### src/rtl/zero_run_encoder_pkg.sv
// Shared types and constants for the zero-run-length encoder.
// record_t is the default-geometry record view used by consumers of the stream.
package zero_run_encoder_pkg;

  localparam int unsigned DATA_W = 8;
  localparam int unsigned RUN_W  = 4;

  typedef struct packed {
    logic [DATA_W-1:0] data;
    logic [RUN_W-1:0]  run;
    logic              last;
  } record_t;

  typedef enum logic {
    EMPTY = 1'b0,
    FULL  = 1'b1
  } state_e;

  // Largest run a single record can carry for an r-bit run field.
  function automatic int unsigned max_run(input int unsigned r);
    return (32'd1 << r) - 32'd1;
  endfunction

endpackage

### src/rtl/zero_word_detect.sv
// Unary NOR zero detect: z is high when every bit of the word is zero.
module zero_word_detect #(
  parameter int unsigned N = 8
) (
  input  logic [N-1:0] a,
  output logic         z
);

  assign z = ~|a;

endmodule

### src/rtl/zero_run_encoder.sv
// Streaming zero-run-length encoder: folds runs of all-zero words into a count
// and emits one record per nonzero word, saturated run, or end of packet.
module zero_run_encoder
  import zero_run_encoder_pkg::*;
#(
  parameter int unsigned N = DATA_W,
  parameter int unsigned R = RUN_W
) (
  input  logic         clk,
  input  logic         rst_n,
  input  logic         a_valid,
  output logic         a_ready,
  input  logic [N-1:0] a,
  input  logic         a_last,
  output logic         c_valid,
  input  logic         c_ready,
  output logic [N-1:0] c_data,
  output logic [R-1:0] c_run,
  output logic         c_last
);

  // A run reaching this count on a non-final zero word must be flushed now.
  localparam logic [R-1:0] RUN_FLUSH = R'(max_run(R) - 32'd1);

  state_e       state;
  state_e       state_nxt;
  logic [R-1:0] run_cnt;
  logic         z;
  logic         accept;
  logic         emit;

  zero_word_detect #(.N(N)) u_zero_word_detect (
    .a (a),
    .z (z)
  );

  // Handshake qualification and record-producing decision for the current word.
  always_comb begin
    accept = 1'b0;
    emit   = 1'b0;
    accept = a_valid && a_ready;
    emit   = accept && (!z || a_last || (run_cnt == RUN_FLUSH));
  end

  always_ff @(posedge clk or negedge rst_n) begin
    if (!rst_n) begin
      state <= EMPTY;
    end else begin
      state <= state_nxt;
    end
  end

  always_comb begin
    state_nxt = state;
    case (state)
      EMPTY: if (emit) state_nxt = FULL;
      FULL:  if (c_ready && !emit) state_nxt = EMPTY;
      default: state_nxt = EMPTY;
    endcase
  end

  // The input is open whenever the held record is absent or leaving this cycle.
  always_comb begin
    c_valid = 1'b0;
    a_ready = 1'b1;
    c_valid = (state == FULL);
    a_ready = (state == EMPTY) || c_ready;
  end

  // Run counter only moves on accepted words, so it freezes under backpressure.
  always_ff @(posedge clk or negedge rst_n) begin
    if (!rst_n) begin
      run_cnt <= '0;
    end else if (accept) begin
      if (emit) begin
        run_cnt <= '0;
      end else begin
        run_cnt <= run_cnt + R'(1);
      end
    end
  end

  // Zero-word records carry the run including the current word; data is then 0.
  always_ff @(posedge clk or negedge rst_n) begin
    if (!rst_n) begin
      c_data <= '0;
      c_run  <= '0;
      c_last <= 1'b0;
    end else if (emit) begin
      c_data <= a;
      c_run  <= z ? (run_cnt + R'(1)) : run_cnt;
      c_last <= a_last;
    end
  end

endmodule

### config.mk
export PLATFORM = sky130hd
export DESIGN_NAME = zero_run_encoder
export DESIGN_NICKNAME = d
export VERILOG_FILES = /design/src/rtl/zero_run_encoder_pkg.sv /design/src/rtl/zero_word_detect.sv /design/src/rtl/zero_run_encoder.sv
export SDC_FILE = /design/constraint.sdc
export NUM_CORES = 1
export LEC_CHECK = 0
export ABC_AREA = 1
export CORE_MARGIN = 2
export CORE_UTILIZATION = 40
export DETAILED_ROUTE_END_ITERATION = 8
export GPL_ROUTABILITY_DRIVEN = 0
export GPL_TIMING_DRIVEN = 0
export PLACE_DENSITY = 0.66
export SLEW_MARGIN = 20
export SYNTH_ARGS = -nofsm -noshare
export SYNTH_HDL_FRONTEND = slang
export SYNTH_SLANG_ARGS = --single-unit
### constraint.sdc
create_clock -name clk -period 1.6 [get_ports clk]
set_clock_uncertainty 0.15 [all_clocks]
set_input_delay 0.32 -clock clk [delete_from_list [all_inputs] [get_ports clk]]
set_output_delay 0.32 -clock clk [all_outputs]
set_load 0.01 [all_outputs]
==> impl_metrics.yaml <==
detailed_routing:
  vias: 858
  avgViaCountPerCell: 4.85
  drcViolationCount: 0
  drtIter0Drc: 17
  final_antenna_net_count: 0
  wirelength_um: 2090
  drt_pass1_iterations: 4
  wl_per_cell_um: 11.8
logic_synthesis:
  synthSimpleGateAreaFrac: 0.350
  yosys.area_share.adder: 0.0271
  yosys_warnings: 0
  avgSynthCellArea_um2: 8.09
  synth_compound_area_frac: 0.0597
  synth_top_family_by_area: "simple AND/OR/NAND/NOR gates"
  synthDistinctLibCells: 19
  netlist_area_um2: 922
  synth-seq-cells: 18
  syn_inst: 114
  synth_nets: 129
  synthXorXnorAreaFrac: 0.00950
  yosysSeqAreaShare: 0.488
  synth.area.mux_share: 0
critical_path:
  reg2reg_to: "c_data[0]"
  r2r_slack_ns: 0.11
  critPathTopFamily: "simple AND/OR/NAND/NOR gates"
  cp.arrival_ns: 1.58
  cp_slowest_stage_delay_ns: 0.43
  startpoint: "a[3]"
  path_class: "input pin to flop"
  crit_end: "c_data[7]"
  crit_buf_inv: 2
  start_kind: "input pin"
  cp_cell_sequence: "clkdlybuf4s50_1, nor2_1, nand2_2, nor2_4, nand2_4, buf_4, nand3_1, nand2_1"
  slowest_stage: "clkdlybuf4s50_1"
  rr_startpoint: "run_cnt[0]"
  path_max_fanout: 10
  reg2reg_depth: 10
  worstPathRequired_ns: 1.65
  critPathCaptureType: "flop"
  worst-path-stages: 8
timing:
  hold_viol: 0
  fin_crit_ns: 1.52
  rsz0062_at_grt: "false"
  final_max_slew_viol_count: 0
  setup_viol: 0
  worst_slew_pin_slew_ns: 0.818
  post-route-period-util: 0.953
  slew_headroom: 0.453
  fmax_ghz: 0.656
power_and_ir_drop:
  vdd_drop_max_mv: 0.598
  power_density_nw_per_um2: 771
  p_leak_nw: 0.708
  power_uw: 992
final_layout:
  multi_input_area_um2: 423
  mostFrequentLayoutCells: "nand2_1 (48), dfrtp_1 (17), dlygate4sd2_1 (14), clkdlybuf4s50_1 (12), nand3_1 (11)"
  mostFrequentLayoutCell: "nand2_1"
  final_util: 0.587
  num_antenna_cells: 0
  synthToLayoutAreaGrowth_pct: 39.5
  nNetsFinal: 165
  regArea_um2: 452
  layout-drive-gt1-share: 0.195
  design_area_um2: 1290
  fill_cells: 208
grt:
  grt_max_degree: 19
  grt_antenna_before_repair: 0
  grt_usage: 0.181
  grt_pass1_wl_um: 3610
  grt_pass1_vias: 834
  grt_overflow_total: 0
job:
  maxCapViolCount: 0
floorplanning:
  core-area_um2: 2190
  die-height_um: 52.0
  die-area_um2: 2710
  ios: 28
  die_x_um: 52.0
  fp-row-count: 17
  initial_core_util: 0.421
clock_network:
  clk_pin_slew_ns: 0.11
  cts_made_buffers: 3
  cts_tree: "done"
  cts_buffer_depth: 2
  insertion_delay_ns: 0.30
  cts.sinks: 18
  cts_htree_levels: 1
  root_buffer: "clkbuf_4"
placement:
  place_area_um2: 1230
  hpwl_um: 1440
  portBuffers: 27
hold_path:
  hp-class: "input pin to async pin"
status:
  status: "completed"
-- synthesized netlist by cell type --
master | n | area share
nand2_1 | 51 | 0.21
dfrtp_1 | 18 | 0.49
nand3_1 | 11 | 0.060
inv_1 | 6 | 0.024
o21ai_0 | 6 | 0.033
nor2_1 | 3 | 0.012
buf_4 | 2 | 0.016
ha_1 | 2 | 0.027
inv_2 | 2 | 0.0081
nand2_2 | 2 | 0.014
nand2_4 | 2 | 0.024
nor2_2 | 2 | 0.014
a21boi_0 | 1 | 0.0081
a21oi_1 | 1 | 0.0054
a22oi_2 | 1 | 0.014
buf_8 | 1 | 0.016
nand4_1 | 1 | 0.0068
nor2_4 | 1 | 0.012
xor2_1 | 1 | 0.0095
-- how the worst min path moves through the flow --
stage / from / end / cells after the start
final: rst_n / run_cnt[3] / 1
after detailed placement: c_data[4] / c_data[4] / 2
after global placement: c_last / c_last / 2
after floorplan: rst_n / c_data[0] / 0
after CTS: c_data[4] / c_data[4] / 2
after global routing: c_data[4] / c_data[4] / 2
-- where the power goes --
part,leakage [nW],internal [mW],switching [mW]
logic,0.455,0.0930,0.104
clock network,0.0210,0.139,0.149
registers,0.232,0.489,0.0178
-- layout make-up --
class	instances	share of cell area
multi-input combinational	85	0.329
inverter	8	0.0253
sequential	18	0.351
buffer	3	0.0233
tap	28	0.0272
timing repair buffer	31	0.216
clock buffer	4	0.0282
-- worst register-to-register path, stage by stage (launching register included) --
cell and delay, ns:
dfrtp_1 0.41, inv_2 0.06, ha_1 0.13, nand3_1 0.07, nand2_1 0.09, inv_2 0.06, nand2_4 0.08, nand2_4 0.07
buf_8 0.15, nand2_1 0.06, nand2_1 0.05
-- sequential cells by signal, indices dropped and copies added, names as in the netlist --
name and flops:
c_data 8, c_last 1, c_run 4, c_valid 1, run_cnt 4
-- cells by family (layout without fill, tap and decap cells) --
family                   count (synthesis)  in the layout
XOR/XNOR                                 1              1
flip-flops                              18             18
AND/OR/NAND/NOR                         73             73
buffers and inverters                   11             46
AO/OA/AOI/OAI                            9              9
adder cells (fa/ha/maj)                  2              2
-- stage by stage --
| stage | setup WS (ns) | setup TNS [ns] | hold slack, ns | cells |
|---|---|---|---|---|
| detailed placement | -0.305 | -4.63 | 0.309 | 169 |
| floorplan | 0.143 | 0 | -0.126 | 114 |
| CTS | 0.00563 | 0 | 0.332 | 174 |
| finish | 0.0754 | 0 | 0.327 | 177 |
| global placement | -0.296 | -4.23 | 0.305 | 169 |
| global route | 0.00879 | 0 | 0.355 | 177 |
-- repair_timing --
action                                  4_1_cts  5_1_grt
endpoints found under the setup margin       31       17
hold buffers                                  0        0
setup buffers                                 1        3
pin swaps                                     0        2
resized for setup                            17        9
-- routing by layer --
layer / global-route usage / share of wire / routed length, um
met3: 0.0402 / 0.058 / 120
met1: 0.213 / 0.44 / 921
met5: 0 / 0 / 0
met2: 0.314 / 0.49 / 1010
met4: 0.0789 / 0.015 / 32
No activity file was read; power rests on OpenSTA's default activity.
